### config.mk
export PLATFORM = sky130hd
export DESIGN_NAME = sym2_word_decoder
export DESIGN_NICKNAME = d
export VERILOG_FILES = /design/src/rtl/sym2_word_decoder.sv
export SDC_FILE = /design/constraint.sdc
export NUM_CORES = 1
export LEC_CHECK = 0
export ABC_AREA = 1
export CAP_MARGIN = 5
export CORE_MARGIN = 3
export CORE_UTILIZATION = 30
export CTS_CLUSTER_DIAMETER = 200
export DETAILED_ROUTE_END_ITERATION = 8
export PLACE_DENSITY_LB_ADDON = 0.08
export SLEW_MARGIN = 20
export SYNTH_ARGS = -nofsm -noshare
export SYNTH_HDL_FRONTEND = slang
export SYNTH_SLANG_ARGS = --single-unit
### constraint.sdc
create_clock -name clk_i -period 2.38 [get_ports clk_i]
set_input_delay 0.476 -clock clk_i [delete_from_list [all_inputs] [get_ports clk_i]]
set_output_delay 0.476 -clock clk_i [all_outputs]
set_load 0.05 [all_outputs]
### src/rtl/sym2_word_decoder.sv
// Receive-side 2-bit symbol decoder: undoes the complement coding and packs
// NSYM decoded symbols into one word behind a one-entry registered output.

module sym2_dec (
  input  logic [1:0] sym_i,
  output logic [1:0] dat_o
);
  always_comb begin
    unique case (sym_i)
      2'd0: dat_o = 2'd3;
      2'd1: dat_o = 2'd2;
      2'd2: dat_o = 2'd1;
      2'd3: dat_o = 2'd0;
    endcase
  end
endmodule

module sym2_word_decoder #(
  parameter int NSYM      = 4,
  parameter bit MSB_FIRST = 1'b1,
  localparam int W        = 2 * NSYM
) (
  input  logic         clk_i,
  input  logic         rst_i,
  input  logic         in_valid_i,
  output logic         in_ready_o,
  input  logic [1:0]   in_sym_i,
  input  logic         in_sop_i,
  output logic         out_valid_o,
  input  logic         out_ready_i,
  output logic [W-1:0] out_data_o,
  output logic         sync_err_o
);
  localparam int CW = (NSYM > 1) ? $clog2(NSYM) : 1;
  localparam logic [CW-1:0] LAST = CW'(NSYM - 1);

  logic [CW-1:0] count_q, count_d;
  logic [W-1:0]  acc_q, acc_d;
  logic [W-1:0]  data_q, data_d;
  logic          valid_q, valid_d;
  logic          err_q, err_d;

  logic [1:0]    dec;
  logic [W-1:0]  shifted, fresh;
  logic          accept, last;

  sym2_dec u_dec (.sym_i(in_sym_i), .dat_o(dec));

  // A symbol that would complete a word may only enter when the output
  // register is free or draining in the same cycle.
  assign last       = (count_q == LAST);
  assign in_ready_o = !rst_i && (!valid_q || out_ready_i || !last);
  assign accept     = in_valid_i && in_ready_o;

  generate
    if (MSB_FIRST) begin : g_msb
      assign shifted = {acc_q[W-3:0], dec};
      assign fresh   = {{(W-2){1'b0}}, dec};
    end else begin : g_lsb
      assign shifted = {dec, acc_q[W-1:2]};
      assign fresh   = {dec, {(W-2){1'b0}}};
    end
  endgenerate

  always_comb begin
    count_d = count_q;
    acc_d   = acc_q;
    data_d  = data_q;
    valid_d = valid_q;
    err_d   = 1'b0;
    if (valid_q && out_ready_i) valid_d = 1'b0;
    if (accept) begin
      if (in_sop_i) begin
        // Start-of-word resync: anything partial is dropped.
        acc_d   = fresh;
        count_d = CW'(1);
        err_d   = (count_q != '0);
      end else if (last) begin
        acc_d   = shifted;
        data_d  = shifted;
        valid_d = 1'b1;
        count_d = '0;
      end else begin
        acc_d   = shifted;
        count_d = count_q + CW'(1);
      end
    end
  end

  always_ff @(posedge clk_i) begin
    if (rst_i) begin
      count_q <= '0;
      acc_q   <= '0;
      data_q  <= '0;
      valid_q <= 1'b0;
      err_q   <= 1'b0;
    end else begin
      count_q <= count_d;
      acc_q   <= acc_d;
      data_q  <= data_d;
      valid_q <= valid_d;
      err_q   <= err_d;
    end
  end

  assign out_valid_o = valid_q;
  assign out_data_o  = data_q;
  assign sync_err_o  = err_q;
endmodule

# Word-level counts from Yosys, hierarchy flattened
# Cells that the tools add are included.
# Widths: inputs -> output; s select.
# word_totals
register_bits	18
input_bits	7
out_inout_bits	11
word_cells	32
# op_classes
add_sub_neg	1
n_eq_ne	4
n_mux	8
bitwise	2
n_reduce_logical	12
# op_table
cell	count
$pmux 2 s4	1
$eq 2x2->1 const B	3
$mux 6	1
$mux 1	4
$mux 2	2
$logic_and 1x1->1	3
$logic_not 1->1	3
$reduce_and 3->1	1
$reduce_or 3->1	1
$add 2x1->2 const B	1
$eq 2x1->1 const B	1
$logic_not 2->1	1
$logic_or 1x1->1	2
$not 1->1	2
$reduce_bool 2->1	1

# Logic depth before layout (Yosys ltp)
# depth
ltp_word	7
ltp_mapped	8
mapped_depth_nobuf	7

# By module
# A second synthesis with hierarchy kept.
# unflattened
cells_unflattened	97
area_unflattened_um2	757.0
# modules_own_cells
mod	n_inst	cells_per_inst	area_per_inst_um2	seq_area_each_um2
sym2_word_decoder	1	95	749.5	360.3
sym2_dec	1	2	7.5	0.0

# Least setup slack after synthesis
# Ideal clock, no wire load.
# synth_timing
kind	reg-to-output
start	register valid_q (netlist: out_valid_o)
end	output port in_ready_o
t_arrival_ps	1130
t_required_ps	1904
slack_ps	774
path_stages_with_launch	4
path_buffers	0
path_cell_list	dfxtp_1 -> nand3_1 -> nand2_1 -> inv_1
# synth_between
elab_chain_cells	4
# synth_lines
item	line_no	text
from (decl)	40	logic valid_q, valid_d;
from (signal assigned)	101	valid_q <= valid_d;
$logic_not 1->1	52	assign in_ready_o = !rst_i && (!valid_q || out_ready_i || !last);
$logic_or 1x1->1 (2 in a row)	52	
$logic_and 1x1->1	52	
to (decl)	26	output logic in_ready_o,
# No other way between the ends.

# Worst setup path in the final report
# layout_timing
start	register valid_q (netlist: out_valid_o)
end	output port out_valid_o
# layout_lines
item	line_no	text
to (decl)	29	output logic out_valid_o,
# No word-level cell between the ends.

==> run summary <==
STA
---------------------------------------------------------------------------------
RSZ-0062 raised after global routing                                        false
Max transition margin                                                      66.88%
Worst Tran Pin Value                                                     495.3 ps
Total negative slack                                                         0 ps
Setup skew after layout                                                  7.801 ps
Min setup slack post-route                                               450.7 ps
Final-layout worst hold slack                                            475.4 ps
Final setup fails                                                               0
Final period util                                                          81.07%
Final critical path time including I/O delays and setup                   1929 ps
Final number of max-transition violations                                       0
Hold violation count in the final report                                        0
Highest clock frequency the design can meet                             518.3 MHz

CLOCKING
---------------------------------------------------------------------------------
H-tree levels                                                                   1
Total clock buffers created by CTS                                              3
Clock transition at the registers of the reported paths                     90 ps
Clock tree buffer depth                                                         2
Root buffer cell                                                         clkbuf_4
Count of hold buffers inserted by post-cts repair                               0
Number of cells upsized or downsized after cts                                  0
Clock tree from TritonCTS                                                   built
Worst-Skew Late Latency                                                    290 ps
Number of buffers inserted by post-CTS setup repair                             0
Clock sink total                                                               18

PLACED DESIGN
---------------------------------------------------------------------------------
Estimated wirelength of the detail-placed design                     1093 microns
Instance count after placement with tap cells included                        144
GP Congestion                                                              0.7904
Placement-stage cell area                                             969.7 sq um
Number of input and output port buffers inserted                               17
Worst Setup Slack post-DPL                                               362.0 ps

WORST SETUP PATH
---------------------------------------------------------------------------------
Cell with the biggest individual delay on the critical path          clkdlybuf4s50_1
Signal arrival time at the worst endpoint                                 1450 ps
Cells along the critical path                                        clkdlybuf4s50_1
Kind of critical path                                                     reg2out
Crit end category                                                      output pin
Slowest Stage Delay on Critical Path                                       810 ps
Data required time of the critical path                                   1900 ps
Maximum fanout encountered on the critical timing path                          3
Buffer and inverter count on the worst path                                     1
Gate family responsible for the most delay along the worst path      buffers and inverters
Critical path startpoint category                                       flip-flop

SYNTH
---------------------------------------------------------------------------------
Number of synthesized register bits                                            18
Synthesized instance count                                                    101
Synth Area per Inst                                                   7.631 sq um
Distinct cells, synth                                                          17
Yosys warnings                                                                  0
Sequential fraction of the synthesis area                                  46.75%
Portion of synthesized cell area occupied by the leading cell type         46.75%
Cells taking the most area after synthesis                           dfxtp_1 47%, nand2_1 11%, nor2_1 7.8%
Syn_nets                                                                      110
Post-Syn Area                                                         770.7 sq um
Cell accounting for the most synthesized area                             dfxtp_1

HOLD PATH
---------------------------------------------------------------------------------
Hold WC Path Type                                                         reg2reg

GRT
---------------------------------------------------------------------------------
Global-route congestion overflow total                                          0
First-pass GRT wire length                                           2608 microns
Gr usage total                                                             10.12%
Maximum number of pins on one net before global-route repair                   16
Number of global-route vias before repair                                     593
Initial antenna violation count                                                 0

POWER
---------------------------------------------------------------------------------
Internal power                                                          0.3913 mW
Combinational Power Share                                                   11.4%
Power density over the cells                                         524.5 nW/um^2
Seq pwr share                                                               59.7%
Net switching fraction of the power                                        24.81%
Clock share of power                                                        28.9%
Worst ir drop on vdd                                                    0.4193 mV
Total net switching power                                               0.1291 mW
Overall power after layout                                              0.5205 mW
Leak pwr                                                                0.3842 nW

FLOORPLAN
---------------------------------------------------------------------------------
Vertical die dimension                                               56.69 microns
Standard-cell row count                                                        17
Initial Utilization                                                        33.24%
X dimension of the die                                               56.69 microns
Core Region                                                            2318 sq um
Die area                                                               3213 sq um
I/O Pins                                                                       18

FINAL LAYOUT
---------------------------------------------------------------------------------
Leading cell type in the layout, fill and taps excluded                   nand2_1
Final Instance Count excl. Fillers                                            147
Area delta synth->final                                                    28.73%
Proportion of layout cells with a drive suffix above 1                     8.403%
Commonest cells after routing, fill and taps aside                   23 x nand2_1, 18 x dfxtp_1, 16 x nor2_1, 16 x clkdlybuf4s50_1, 13 x inv_1
Count of antenna diodes in the layout                                           0
Final Core Density                                                         42.80%
NumNets Final                                                                 130
Cell area after layout                                                992.2 sq um

ROUTE
---------------------------------------------------------------------------------
Total length of routed wires                                         1490 microns
Post-DR vias/cell                                                           4.259
Detailed-router iteration count before antenna repair                           4
DRC marker count from the first detailed-route iteration                       10
Routed length per placed instance                                    10.14 microns
Residual DRC count                                                              0
Number of vias in the routed layout                                           626
Antenna Violating Nets Remaining                                                0

JOB
---------------------------------------------------------------------------------
Count of max-cap constraint violations                                          0

RUN STATUS
---------------------------------------------------------------------------------
Outcome                                                                 completed

[final timing paths]
kind | startpoint | endpoint | slack (ps) | cells after the start
max | out_valid_o | out_valid_o | 450 | 1
min | acc_q[5] | acc_q[5] | 480 | 2
max reg2reg | count_q[0] | out_data_o[2] | 830 | 7
min reg2reg | acc_q[5] | acc_q[5] | 480 | 2
[per-layer routing]
layer	part of all wire [%]	track usage, %
met4	0.94	2.034
met5	0	0
met3	6.3	4.368
met1	49	13.69
met2	43	14.85
[kinds of logic after synthesis]
| logic type | count (synthesis) | share of synthesized area (%) |
|---|---|---|
| flip-flops | 18 | 46.75 |
| AND/OR/NAND/NOR | 52 | 31.66 |
| AO/OA/AOI/OAI | 11 | 7.468 |
| buffers and inverters | 18 | 10.88 |
| adder cells (fa/ha/maj) | 2 | 3.246 |
[final cells by class]
type	count	area, sq um
Fill cell	249	1326
Sequential cell	18	360.3
Multi-Input combinational cell	65	326.6
Timing Repair Buffer	19	195.2
Inverter	14	52.55
Tap cell	28	35.03
Clock buffer	3	22.52
[cell usage after synthesis]
cell type,number
nand3_1,9
nor2_4,1
buf_6,1
inv_2,1
nor2_1,16
nor3b_1,1
nor3_4,1
o21ai_0,2
dfxtp_1,18
nand2_1,23
buf_2,1
ha_1,2
nand3_4,1
a21oi_1,8
a22oi_1,1
buf_4,2
inv_1,13
[state kept, by name, summed over array words and instances (netlist names)]
name / cells
acc_q: 6
count_q: 2
out_data_o: 8
out_valid_o: 1
sync_err_o: 1
[power by group through the flow]
stage                     Combinational (mW)  Clock [mW]  Sequential (mW)
after floorplan                       0.0326           0            0.320
after global placement                0.0591           0            0.318
after detailed placement              0.0598           0            0.318
after CTS                             0.0603       0.160            0.311
after global routing                  0.0658       0.171            0.312
final                                 0.0593       0.150            0.311
Power figures use the tool's default switching activity.
